==> config.mk <==
export PLATFORM = sky130hd
export DESIGN_NAME = dmem_arbiter
export DESIGN_NICKNAME = d
export VERILOG_FILES = /design/src/rtl/arvi_arb_pkg.sv /design/src/rtl/dmem_arbiter_rr_arbiter.sv /design/src/rtl/dmem_arbiter.sv
export SDC_FILE = /design/constraint.sdc
export NUM_CORES = 1
export LEC_CHECK = 0
export CAP_MARGIN = 0
export CORE_AREA = 10 10 102 104
export CTS_CLUSTER_SIZE = 28
export DETAILED_ROUTE_END_ITERATION = 10
export DIE_AREA = 0 0 112 114
export GPL_TIMING_DRIVEN = 0
export PLACE_DENSITY = 0.77
export SYNTH_ARGS = -nofsm -noshare
export SYNTH_HDL_FRONTEND = slang
export SYNTH_SLANG_ARGS = --single-unit
==> constraint.sdc <==
create_clock -name i_clk -period 1.79 [get_ports i_clk]
set_input_delay 0.358 -clock i_clk [delete_from_list [all_inputs] [get_ports i_clk]]
set_output_delay 0.358 -clock i_clk [all_outputs]
set_load 0.02 [all_outputs]
==> src/rtl/arvi_arb_pkg.sv <==
// arvi_arb_pkg: shared types, widths and the round-robin pick function for the memory arbiters
package arvi_arb_pkg;

    localparam int XLEN      = 32;
    localparam int BYTE_EN_W = 4;
    localparam int MAX_M     = 8;
    localparam int IDX_W     = 3;

    typedef enum logic {IDLE, BUSY} state_t;

    // One-hot grant for the first requester at or after (last+1) mod n, wrapping.
    // Scanning from the farthest slot back to the nearest lets the nearest win without a found flag.
    function automatic logic [MAX_M-1:0] rr_pick(input logic [MAX_M-1:0] req, input logic [IDX_W-1:0] last, input int n);
        logic [MAX_M-1:0] g;
        int idx;
        g = '0;
        for (int i = n; i >= 1; i--) begin
            idx = (int'(last) + i) % n;
            if (req[idx]) g = MAX_M'(1) << idx;
        end
        return g;
    endfunction

endpackage

==> src/rtl/dmem_arbiter_rr_arbiter.sv <==
// rr_arbiter: combinational round-robin picker with a registered last-owner pointer
module rr_arbiter
    import arvi_arb_pkg::*;
#(
    parameter int N = 2
) (
    input  logic         i_clk,
    input  logic         i_rst,
    input  logic [N-1:0] i_req,
    input  logic         i_upd,
    input  logic [N-1:0] i_owner,
    output logic [N-1:0] o_pick
);

    logic [IDX_W-1:0] last;
    logic [IDX_W-1:0] owner_idx;

    // Encode the one-hot owner so the pointer can be loaded when a transaction ends
    always_comb begin
        owner_idx = '0;
        for (int k = 0; k < N; k++)
            if (i_owner[k]) owner_idx = IDX_W'(k);
    end

    assign o_pick = N'(rr_pick(MAX_M'(i_req), last, N));

    // Pointer starts at the highest index so master 0 wins the first arbitration
    always_ff @(posedge i_clk or posedge i_rst) begin
        if (i_rst) last <= IDX_W'(N - 1);
        else if (i_upd) last <= owner_idx;
    end

endmodule

==> src/rtl/dmem_arbiter.sv <==
// dmem_arbiter: round-robin sharing of one DM_* data-memory port between several requesters
module dmem_arbiter
    import arvi_arb_pkg::*;
#(
    parameter int NUM_MASTERS = 2,
    parameter int TIMEOUT     = 255,
    parameter int CNT_W       = 8
) (
    input  logic                            i_clk,
    input  logic                            i_rst,
    input  logic [NUM_MASTERS-1:0]          i_m_rd_en,
    input  logic [NUM_MASTERS-1:0]          i_m_wr_en,
    input  logic [NUM_MASTERS*XLEN-1:0]     i_m_addr,
    input  logic [NUM_MASTERS*XLEN-1:0]     i_m_wd,
    input  logic [NUM_MASTERS*BYTE_EN_W-1:0] i_m_byte_en,
    output logic [XLEN-1:0]                 o_m_rdata,
    output logic [NUM_MASTERS-1:0]          o_m_ready,
    output logic [NUM_MASTERS-1:0]          o_m_err,
    output logic [NUM_MASTERS-1:0]          o_grant,
    output logic                            o_busy,
    output logic [XLEN-1:0]                 o_DM_Addr,
    output logic [XLEN-1:0]                 o_DM_Wd,
    output logic                            o_DM_Wen,
    output logic                            o_DM_MemRead,
    output logic [BYTE_EN_W-1:0]            o_DM_byte_en,
    input  logic [XLEN-1:0]                 i_DM_ReadData,
    input  logic                            i_DM_data_ready
);

    state_t                 state, state_nx;
    logic [NUM_MASTERS-1:0] grant, grant_nx, req, pick;
    logic [CNT_W-1:0]       cnt, cnt_nx;
    logic                   busy, g_req, g_wr, g_rd, done, wdraw, tmo, upd;

    assign req   = i_m_rd_en | i_m_wr_en;
    assign busy  = state == BUSY;
    assign g_req = |(req & grant);
    assign g_wr  = |(i_m_wr_en & grant);
    assign g_rd  = |(i_m_rd_en & grant);
    // Completion beats withdrawal and timeout; withdrawal beats timeout so a dropped request never gets an err
    assign done  = busy & i_DM_data_ready;
    assign wdraw = busy & ~i_DM_data_ready & ~g_req;
    assign tmo   = (TIMEOUT != 0) && busy && !i_DM_data_ready && g_req && cnt == CNT_W'(TIMEOUT - 1);
    assign upd   = done | wdraw | tmo;

    rr_arbiter #(.N(NUM_MASTERS)) u_rr (
        .i_clk   (i_clk),
        .i_rst   (i_rst),
        .i_req   (req),
        .i_upd   (upd),
        .i_owner (grant),
        .o_pick  (pick)
    );

    // Route the owner's address, data and byte enables to memory; all zero while idle
    always_comb begin
        o_DM_Addr    = '0;
        o_DM_Wd      = '0;
        o_DM_byte_en = '0;
        for (int k = 0; k < NUM_MASTERS; k++)
            if (busy && grant[k]) begin
                o_DM_Addr    = i_m_addr[k*XLEN +: XLEN];
                o_DM_Wd      = i_m_wd[k*XLEN +: XLEN];
                o_DM_byte_en = i_m_byte_en[k*BYTE_EN_W +: BYTE_EN_W];
            end
    end

    assign o_DM_Wen     = busy & g_wr;
    assign o_DM_MemRead = busy & g_rd & ~g_wr;
    assign o_m_ready    = done ? grant : '0;
    assign o_m_rdata    = done ? i_DM_ReadData : '0;
    assign o_m_err      = tmo ? grant : '0;
    assign o_grant      = grant;
    assign o_busy       = busy;

    // State, owner and timeout counter registers
    always_ff @(posedge i_clk or posedge i_rst) begin
        if (i_rst) begin
            state <= IDLE;
            grant <= '0;
            cnt   <= '0;
        end else begin
            state <= state_nx;
            grant <= grant_nx;
            cnt   <= cnt_nx;
        end
    end

    // Grant on any request when idle; hold the grant until completion, withdrawal or timeout
    always_comb begin
        state_nx = state;
        grant_nx = grant;
        cnt_nx   = cnt;
        if (!busy) begin
            if (|req) begin
                state_nx = BUSY;
                grant_nx = pick;
                cnt_nx   = '0;
            end
        end else if (upd) begin
            state_nx = IDLE;
            grant_nx = '0;
        end else begin
            cnt_nx = cnt + 1'b1;
        end
    end

endmodule
# Yosys cells after proc, flatten, opt, wreduce, memory -nomap -nowiden
# Cells that the tools add are included.
[word_totals]
reg_bits = 12
in_bits = 175
out_inout_bits = 109
elab_cells = 71
[classes]
addsub = 3
magnitude_cmp = 2
n_eq_ne = 3
shift = 2
mux = 27
bitwise = 17
n_reduce_logical = 13
[op_table]
columns = ["cell", "n"]
rows = [
  ["$mux W32", 5],
  ["$shl A1 B32 Y2 const A", 2],
  ["$mux W8", 3],
  ["$mux W2", 7],
  ["$lt A2 B5 Y1 const B", 2],
  ["$add A8 B1 Y8 const B", 1],
  ["$eq A8 B8 Y1 const B", 1],
  ["$mux W1", 8],
  ["$mux W4", 2],
  ["$reduce_or A2 Y1", 4],
  ["$and A1 B1 Y1", 6],
  ["$and A2 B2 Y2", 3],
  ["$logic_and A1 B1 Y1", 5],
  ["$bmux W1 S2", 2],
  ["$reduce_and A2 Y1", 2],
  ["$not A1 Y1", 3],
  ["$add A1 B1 Y1 const B", 2],
  ["$and A1 B1 Y1 const A", 2],
  ["$ne A2 B1 Y1 const B", 1],
  ["$ne A2 B2 Y1 const B", 1],
  ["$or A1 B1 Y1", 2],
  ["$or A2 B2 Y2", 1],
  ["$reduce_bool A2 Y1", 1],
  ["$logic_not A1 Y1", 1],
]

# Logic depth before layout (Yosys ltp)
# Gate-level depths: netlist of run 1.
[depth]
depth_word = 9
ltp_mapped = 7
mapped_depth_nobuf = 6

# Modules after synthesis
# Synthesis of run 1 repeated with hierarchy kept, for this count alone.
[hier_totals]
hier_cells = 203
area_unflattened_um2 = 1632.8
[by_module_without_submodules]
columns = ["mod", "n_inst", "cells_each", "area_per_inst_um2", "seq_area_each_um2"]
rows = [
  ["dmem_arbiter", 1, 196, 1575.3, 275.3],
  ["rr_arbiter", 1, 7, 57.6, 26.3],
]

# Worst setup path after synthesis of run 1
# No wires, ideal clock.
[synth_timing]
kind = "reg-to-output"
from = "reg state (netlist: o_busy)"
to = "out o_DM_Wd[11]"
t_arrival_ps = 1568
required_ps = 1432
path_slack_ps = -136
stages_incl_launch_ff = 6
path_buffers = 2
path_cell_list = "dfrtp_1 inv_2 nor3_2 buf_2 buf_2 a22o_1"
[synth_between]
elab_chain_cells = 3
word_cells_on_any_way = 4
cone_classes = "mux: 2; reduce/logical: 2"
[synth_lines]
columns = ["element", "line_no", "text"]
rows = [
  ["start: declaration", "dmem_arbiter.sv:30", "state_t state, state_nx;"],
  ["start signal: assignment", "dmem_arbiter.sv:83", "state <= state_nx;"],
  ["$logic_and A1 B1 Y1", "dmem_arbiter.sv:61", "if (busy && grant[k]) begin"],
  ["$mux W32", "dmem_arbiter.sv:61", ""],
  ["$mux W32 *", "dmem_arbiter.sv:61", ""],
  ["end: declaration", "dmem_arbiter.sv:22", "output logic [XLEN-1:0] o_DM_Wd,"],
]
# Mark *: on every way between the ends. The rest lies on a longest branch, timed or not.

# Worst setup path after layout of run 1
[layout_timing]
from = "reg state (netlist: o_busy)"
to = "out o_DM_Wd[18]"
# Same word-level chain as after synthesis.

==> results of run 1 <==
[metal layers]
layer | track usage | wire length, microns | part of all wire | vias to the layer above
met5 | 0 | 0 | 0 | -
met2 | 0.363 | 8180 | 0.54 | 175
met3 | 0.0415 | 1080 | 0.071 | 13
met1 | 0.236 | 5750 | 0.38 | 1563
li1 | - | - | - | 1504
met4 | 0.0127 | 115 | 0.0076 | 0
[sequential cells by signal, summed over array words and instances, names as in the netlist]
register / count
o_busy: 1
u_rr.last: 1
cnt: 8
o_grant: 2
[area by class of cell]
type | count | share of cell area
plain buffers | 24 | 0.0525
clock buffers | 4 | 0.00966
multi-input cells | 168 | 0.265
well taps | 108 | 0.0237
flip-flops and latches | 12 | 0.0540
inverters | 9 | 0.00725
repair buffers | 317 | 0.588
[worst max-delay path: cells and delay by family (launching register included)]
kind,cells,cell delay (ns)
compound gates,1,0.13
buf+inv,5,0.66
flops,1,0.42
simple gates,1,0.16
[worst max-delay path by stage]
| stage | to | startpoint | depth (start not counted) |
|---|---|---|---|
| after CTS | o_DM_Wd[15] | o_grant[1] | 6 |
| after floorplan | o_m_err[0] | cnt[0] | 6 |
| after global placement | o_m_rdata[1] | i_DM_data_ready | 5 |
| after global routing | o_DM_Wd[20] | o_busy | 7 |
| after detailed placement | o_DM_Wd[15] | o_busy | 6 |
| final | o_DM_Wd[18] | o_busy | 7 |
[cell usage in the layout (no fill, tap or decap), types with 4 or more instances in the layout]
cell,instances
clkdlybuf4s50_1,170
buf_6,101
a22o_1,63
buf_4,32
and3_4,27
and3_1,9
clkbuf_8,8
buf_8,8
nand3_1,7
clkbuf_16,7
a22o_4,6
dfrtp_1,6
inv_1,5
buf_12,5
dfrtp_2,5
nor2_1,4
nand2_1,4
dlymetal6s2s_1,4
[cell families after synthesis]
family | Yosys count | synth area share
flip-flops | 12 | 0.179
AO/OA/AOI/OAI | 93 | 0.468
multiplexers | 2 | 0.0126
AND/OR/NAND/NOR | 71 | 0.247
buffers and inverters | 33 | 0.0781
adder cells (fa/ha/maj) | 2 | 0.0149
[Yosys cell counts, drive strengths merged, types with 2 or more instances]
cell type,number,share of area
a21o,2,0.0089
a21oi,2,0.0059
a22o,69,0.36
a22oi,3,0.013
a31oi,2,0.0074
and2,2,0.0074
and3,36,0.13
and4,2,0.010
buf,7,0.020
clkbuf,17,0.038
dfrtp,11,0.16
ha,2,0.015
inv,9,0.020
nand2,5,0.011
nand3,7,0.021
nand4,3,0.011
nor2,5,0.011
nor2b,4,0.015
nor3,5,0.018
o211ai,2,0.0089
o21ai,5,0.017
o221ai,2,0.010
o32ai,2,0.010
[repair_timing]
item | CTS | global route
setup endpoints to repair | 113 | 111
gates cloned | 1 | 6
resized for setup | 607 | 164
pin swaps | 5 | 13
setup buffers | 19 | 8
[through the flow]
stage | hold WS [ns] | TNS, ns
floorplan | 0.222 | -0.987
detailed placement | 0.573 | -88.69
global route | 0.479 | -18.33
CTS | 0.452 | -6.77
finish | 0.435 | -11.55
global placement | 0.554 | -85.30
[power breakdown]
group	switching [uW]	internal [uW]	total (uW)
clock	107	195	301
sequential	93.3	358	451
combinational	2730	3170	5900
==> metrics, run 1 <==
Critical Path Max Stage Delay between 0.4 and 0.5 ns; vias per cell 5.07; Die W 112 microns; FF-to-FF End u_rr.last[0]; clock-pin slew on the worst setup and hold paths 0.05 ns; Setup CP Type register to output pin; Yosys cell types 37; antenna violations before repair 0; clock tree buffer depth 2; syn_nets 390; final worst setup slack -0.198 ns; slowest CP cell dfrtp_2; largest net degree at the start of global routing 13; CTS H-tree lvls 1; final period demand of the worst path 1.99 ns; area occupied by multi-input gates ~1500 sq um; hold buffers post-CTS 0; Pre-antenna DRT Iters 4; final setup skew around 0.0017 ns; synthesized instance count about 210; fraction of layout cells with a size suffix above 1 0.421; Final Hold Viols 0; Initial Util 0.199; main flop type after synthesis dfrtp_1; worst skew pair latency around 0.24 ns; Worst R2R Start cnt[0]; vias in the first global route 3155; Critical Path Fanout Max 7; first-pass GRT wire length roughly 20000 microns; Worst Path Required 1.43 ns; number of remaining DRC errors 0; Least-Margin Pin Slew around 0.48 ns; core area 8470 sq um; R2R setup slack -0.18 ns; status finished with violations; nature of the critical path startpoint register; sequential share of the synthesized area 0.179; Reg area 308 sq um; clk sinks 12; total track usage 0.196; Synth Register Bits 12; fin nets 712; relative slew slack 0.678; gr ovfl total 0; final-report max-slew violation count 0; Iter 0 DRT Violations approximately 250; Ys Warns 0; FMAX between 0.5 and 0.6 GHz; fillers 630; placer congestion estimate 0.913; Synth Area per Inst approximately 7.9 sq um; critical path arrival roughly 1.6 ns; Tcrit/Tclk final 1.11; row count 34; R2R cell count 10; DR WL/cell about 24 microns; Synth-to-Final Area Change 239%; failing checks negative setup slack; Antenna Cells 0; Post-DP HPWL approximately 12000 microns; pre-CTS setup slack -0.959 ns; Placed Instances 604; Layout Cells excl Fill approximately 640; Area after DPL approximately 4700 sq um; post-route cell area approximately 5700 sq um; Synth Cell Area 1680 sq um; final core occ 0.673; RSZ-0062 raised after global routing yes; Setup violations, final 100; Worst path most repeated cell buf_12; peak supply drop between 0.8 and 0.9 mV; root buf cell clkbuf_8; die height roughly 110 microns; DRT Wirelength about 15000 microns; crit path capture type output pin; worst min-delay path class input pin to asynchronous set/reset pin; # IOs about 280; TritonCTS Buffers 3; Power Dens Cells roughly 1200 nW/um^2; via count approximately 3300; Final Total Pwr between 6000 and 7000 uW; number of max-cap violations 0; leakage power total ~0.0025 uW; Post-DRT Antenna Nets 0; IO Port Bufs about 280; Critical Path, Cell by Cell clkinv_4 -> nor3_4 -> buf_12 -> buf_12 -> clkbuf_16 -> a22o_1 -> buf_6; Async S/R FF share, synth 1.00; total die area 12800 sq um; Post-synth EDFFs 0; CTS tree done
Note: power is estimated with default switching activity, not from simulation.
==> run 2: changes to the inputs <==
Settings changed: CAP_MARGIN 0 to 20, CORE_AREA 10 10 102 104 to 10 10 103 105, DIE_AREA 0 0 112 114 to 0 0 113 115, PLACE_DENSITY 0.77 to 0.78.
Clock period 1.79 ns to 1.8 ns, I/O delays scaled along.
==> run 2 against run 1 <==
Against the previous run: flip-flop and latch count unchanged; worst setup slack better by 0.050 ns; final area down 8.3%; power down 9.0%; die area up 1.8%; utilization down 6.2 points; final cell count down 0.93%; first-iteration DRC count down 6.5%; via count down 2.5%; the flow still finishes with violations (negative setup slack); global-route usage up 0.45 points; critical path depth unchanged; wire length down 0.22%.
==> metrics, run 2 (synthesis results as in run 1) <==
status finished with violations; failing checks negative setup slack; TritonCTS Buffers 3 (unchanged); hold buffers post-CTS 0 (unchanged); Worst Path Required 1.44 ns (about the same); Reg with most FFs cnt; most utilized layer in the global route result met2; Post-DRT Antenna Nets 0 (unchanged); first-pass GRT wire length 20500 microns (about the same); final-report max-slew violation count 0 (unchanged); core area 8550 sq um (+1.0%); Least-Margin Pin Slew 0.488 ns (+0.00597 ns); Critical Path Fanout Max 10 (+3); Synth-to-Final Area Change 210%; # IOs 284 (unchanged); DRT Wirelength 15100 microns (-0.22%); Final Total Pwr 6050 uW (-9.0%); Buf+Inv Stages, Crit Path 5 (unchanged); total die area 13000 sq um (+1.8%); clk sinks 12 (unchanged); Die W 113 microns (+0.89%); largest delay contributor family on the critical path buffers and inverters; DR WL/cell 23.7 microns (+0.72%); fin nets 706 (-0.84%); final worst setup slack -0.148 ns (+0.0499 ns); clock tree buffer depth 2 (unchanged); max reg flops 8 (unchanged); worst min-delay path class input pin to asynchronous set/reset pin; gr ovfl total 0 (unchanged); slowest CP cell dfrtp_2; peak supply drop 0.553 mV (-33%); via count 3174 (-2.5%); clock-pin slew on the worst setup and hold paths 0.06 ns (about the same); Reg area 305 sq um (-0.81%); FMAX ~0.51 GHz; Final Hold Viols 0 (unchanged); Layout Cells excl Fill 636 (-0.93%); Antenna Cells 0 (unchanged); TNS Setup -7.44 ns (+4.11 ns); nature of the critical path startpoint register; RSZ-0062 raised after global routing yes; crit path capture type output pin; IO Port Bufs 283 (unchanged); commonest non-fill, non-tap cells in the layout clkdlybuf4s50_1 (171), buf_6 (69), a22o_1 (63); root buf cell clkbuf_8; row count 34 (unchanged); commonest non-fill, non-tap cell in the layout clkdlybuf4s50_1; Initial Util 0.197 (-0.00198); CTS tree done; Critical Path Max Stage Delay 0.42 ns (about the same); Setup violations, final 70 (-30%); Placed Instances 604 (unchanged); Pre-antenna DRT Iters 4 (unchanged); leakage power total 0.00246 uW (-3.2%); Post-DP HPWL 12600 microns (+7.7%); Critical Path, Cell by Cell clkinv_4 -> nor3_4 -> buf_6 -> buf_4 -> clkbuf_16 -> a22o_1 -> buf_6; final period demand of the worst path about 1.9 ns; met3 Track Usage GR 0.0479 (+0.00645); number of max-cap violations 0 (unchanged); area occupied by multi-input gates 1390 sq um (-8.2%); worst skew pair latency 0.24 ns (about the same); largest net degree at the start of global routing 13 (unchanged); total track usage 0.201 (+0.00452); vias in the first global route 3211 (+1.8%); Iter 0 DRT Violations 230 (-6.5%); Tcrit/Tclk final 1.08; die height 115 microns (+0.88%); antenna violations before repair 0 (unchanged); Worst path most repeated cell buf_6; placer congestion estimate 0.918 (+0.50%); fraction of layout cells with a size suffix above 1 0.356 (-0.0653); final setup skew 0.00527 ns (+0.00361 ns); CTS H-tree lvls 1 (unchanged); fillers 732 (+16%); number of remaining DRC errors 0 (unchanged); Setup CP Type register to output pin; Power Dens Cells 1160 nW/um^2 (-0.70%); vias per cell 4.99 (-1.6%); grt met1 use 0.223 (-0.0131); relative slew slack 0.674 (-0.00398); met2 GRT Util 0.380 (+0.0169); critical path arrival 1.59 ns (-0.04 ns)
## run 2: cell types whose count changed in the layout (fill, tap and decap cells not counted), moves of 3 or more
cell / previous run / this run
and3_1: 9 / 31
buf_4: 32 / 37
buf_8: 8 / 4
buf_6: 101 / 69
and3_4: 27 / 5
buf_12: 5 / 2
buf_2: 1 / 29
## run 2: repair_timing
action / in CTS / in global routing
buffers inserted: 15 / 12
pin swaps: 4 / 6
cloned: 0 / 3
gates resized for setup: 561 / 118
setup endpoints to repair: 113 / 101
## run 2: final cells by class
type / count / share of cell area
multi-input cells: 168 / 0.266
inverters: 9 / 0.00743
flip-flops and latches: 12 / 0.0585
well taps: 108 / 0.0259
repair buffers: 312 / 0.578
clock buffers: 4 / 0.00863
plain buffers: 23 / 0.0558
## run 2: final timing paths
path	cells after the start	endpoint	slack, ns	startpoint
worst max register to register	5	cnt[4]	0.13	o_busy
worst max-delay path	7	o_DM_Wd[10]	-0.15	o_busy
worst min-delay path	2	cnt[6]	0.44	i_rst
max in group asynchronous	2	o_grant[1]	1.00	i_rst
worst min register to register	1	cnt[3]	0.59	cnt[3]
min in group i_clk	1	cnt[3]	0.59	cnt[3]
## run 2: per-stage QoR
| step | hold slack, ns | setup slack, ns | utilization | cell area, sq um |
|---|---|---|---|---|
| 2_1_floorplan | 0.224 | -0.0601 | - | 1740 |
| 3_3_place_gp | 0.561 | -1.02 | 0.550 | 4710 |
| 3_5_place_dp | 0.577 | -1.03 | 0.550 | 4710 |
| 4_1_cts | 0.458 | -0.168 | 0.558 | 4770 |
| 5_1_grt | 0.488 | -0.220 | 0.611 | 5220 |
| 6_report | 0.439 | -0.148 | 0.611 | 5220 |
## run 2: worst reg2reg max path: cells and delay by family, from the launching register on
kind	cells	cell delay, ns
simple gates	1	0.48
flops	1	0.42
compound gates	2	0.41
buf+inv	2	0.27
## run 2: routing by layer
layer	part of all wire	up-vias
li1	-	1484
met1	0.38	1499
met2	0.53	177
met3	0.074	14
met4	0.018	0
met5	0	-
## run 2: where the power goes
| group | internal (uW) | switching, uW |
|---|---|---|
| sequential | 354 | 89.4 |
| clock | 156 | 101 |
| combinational | 2750 | 2600 |
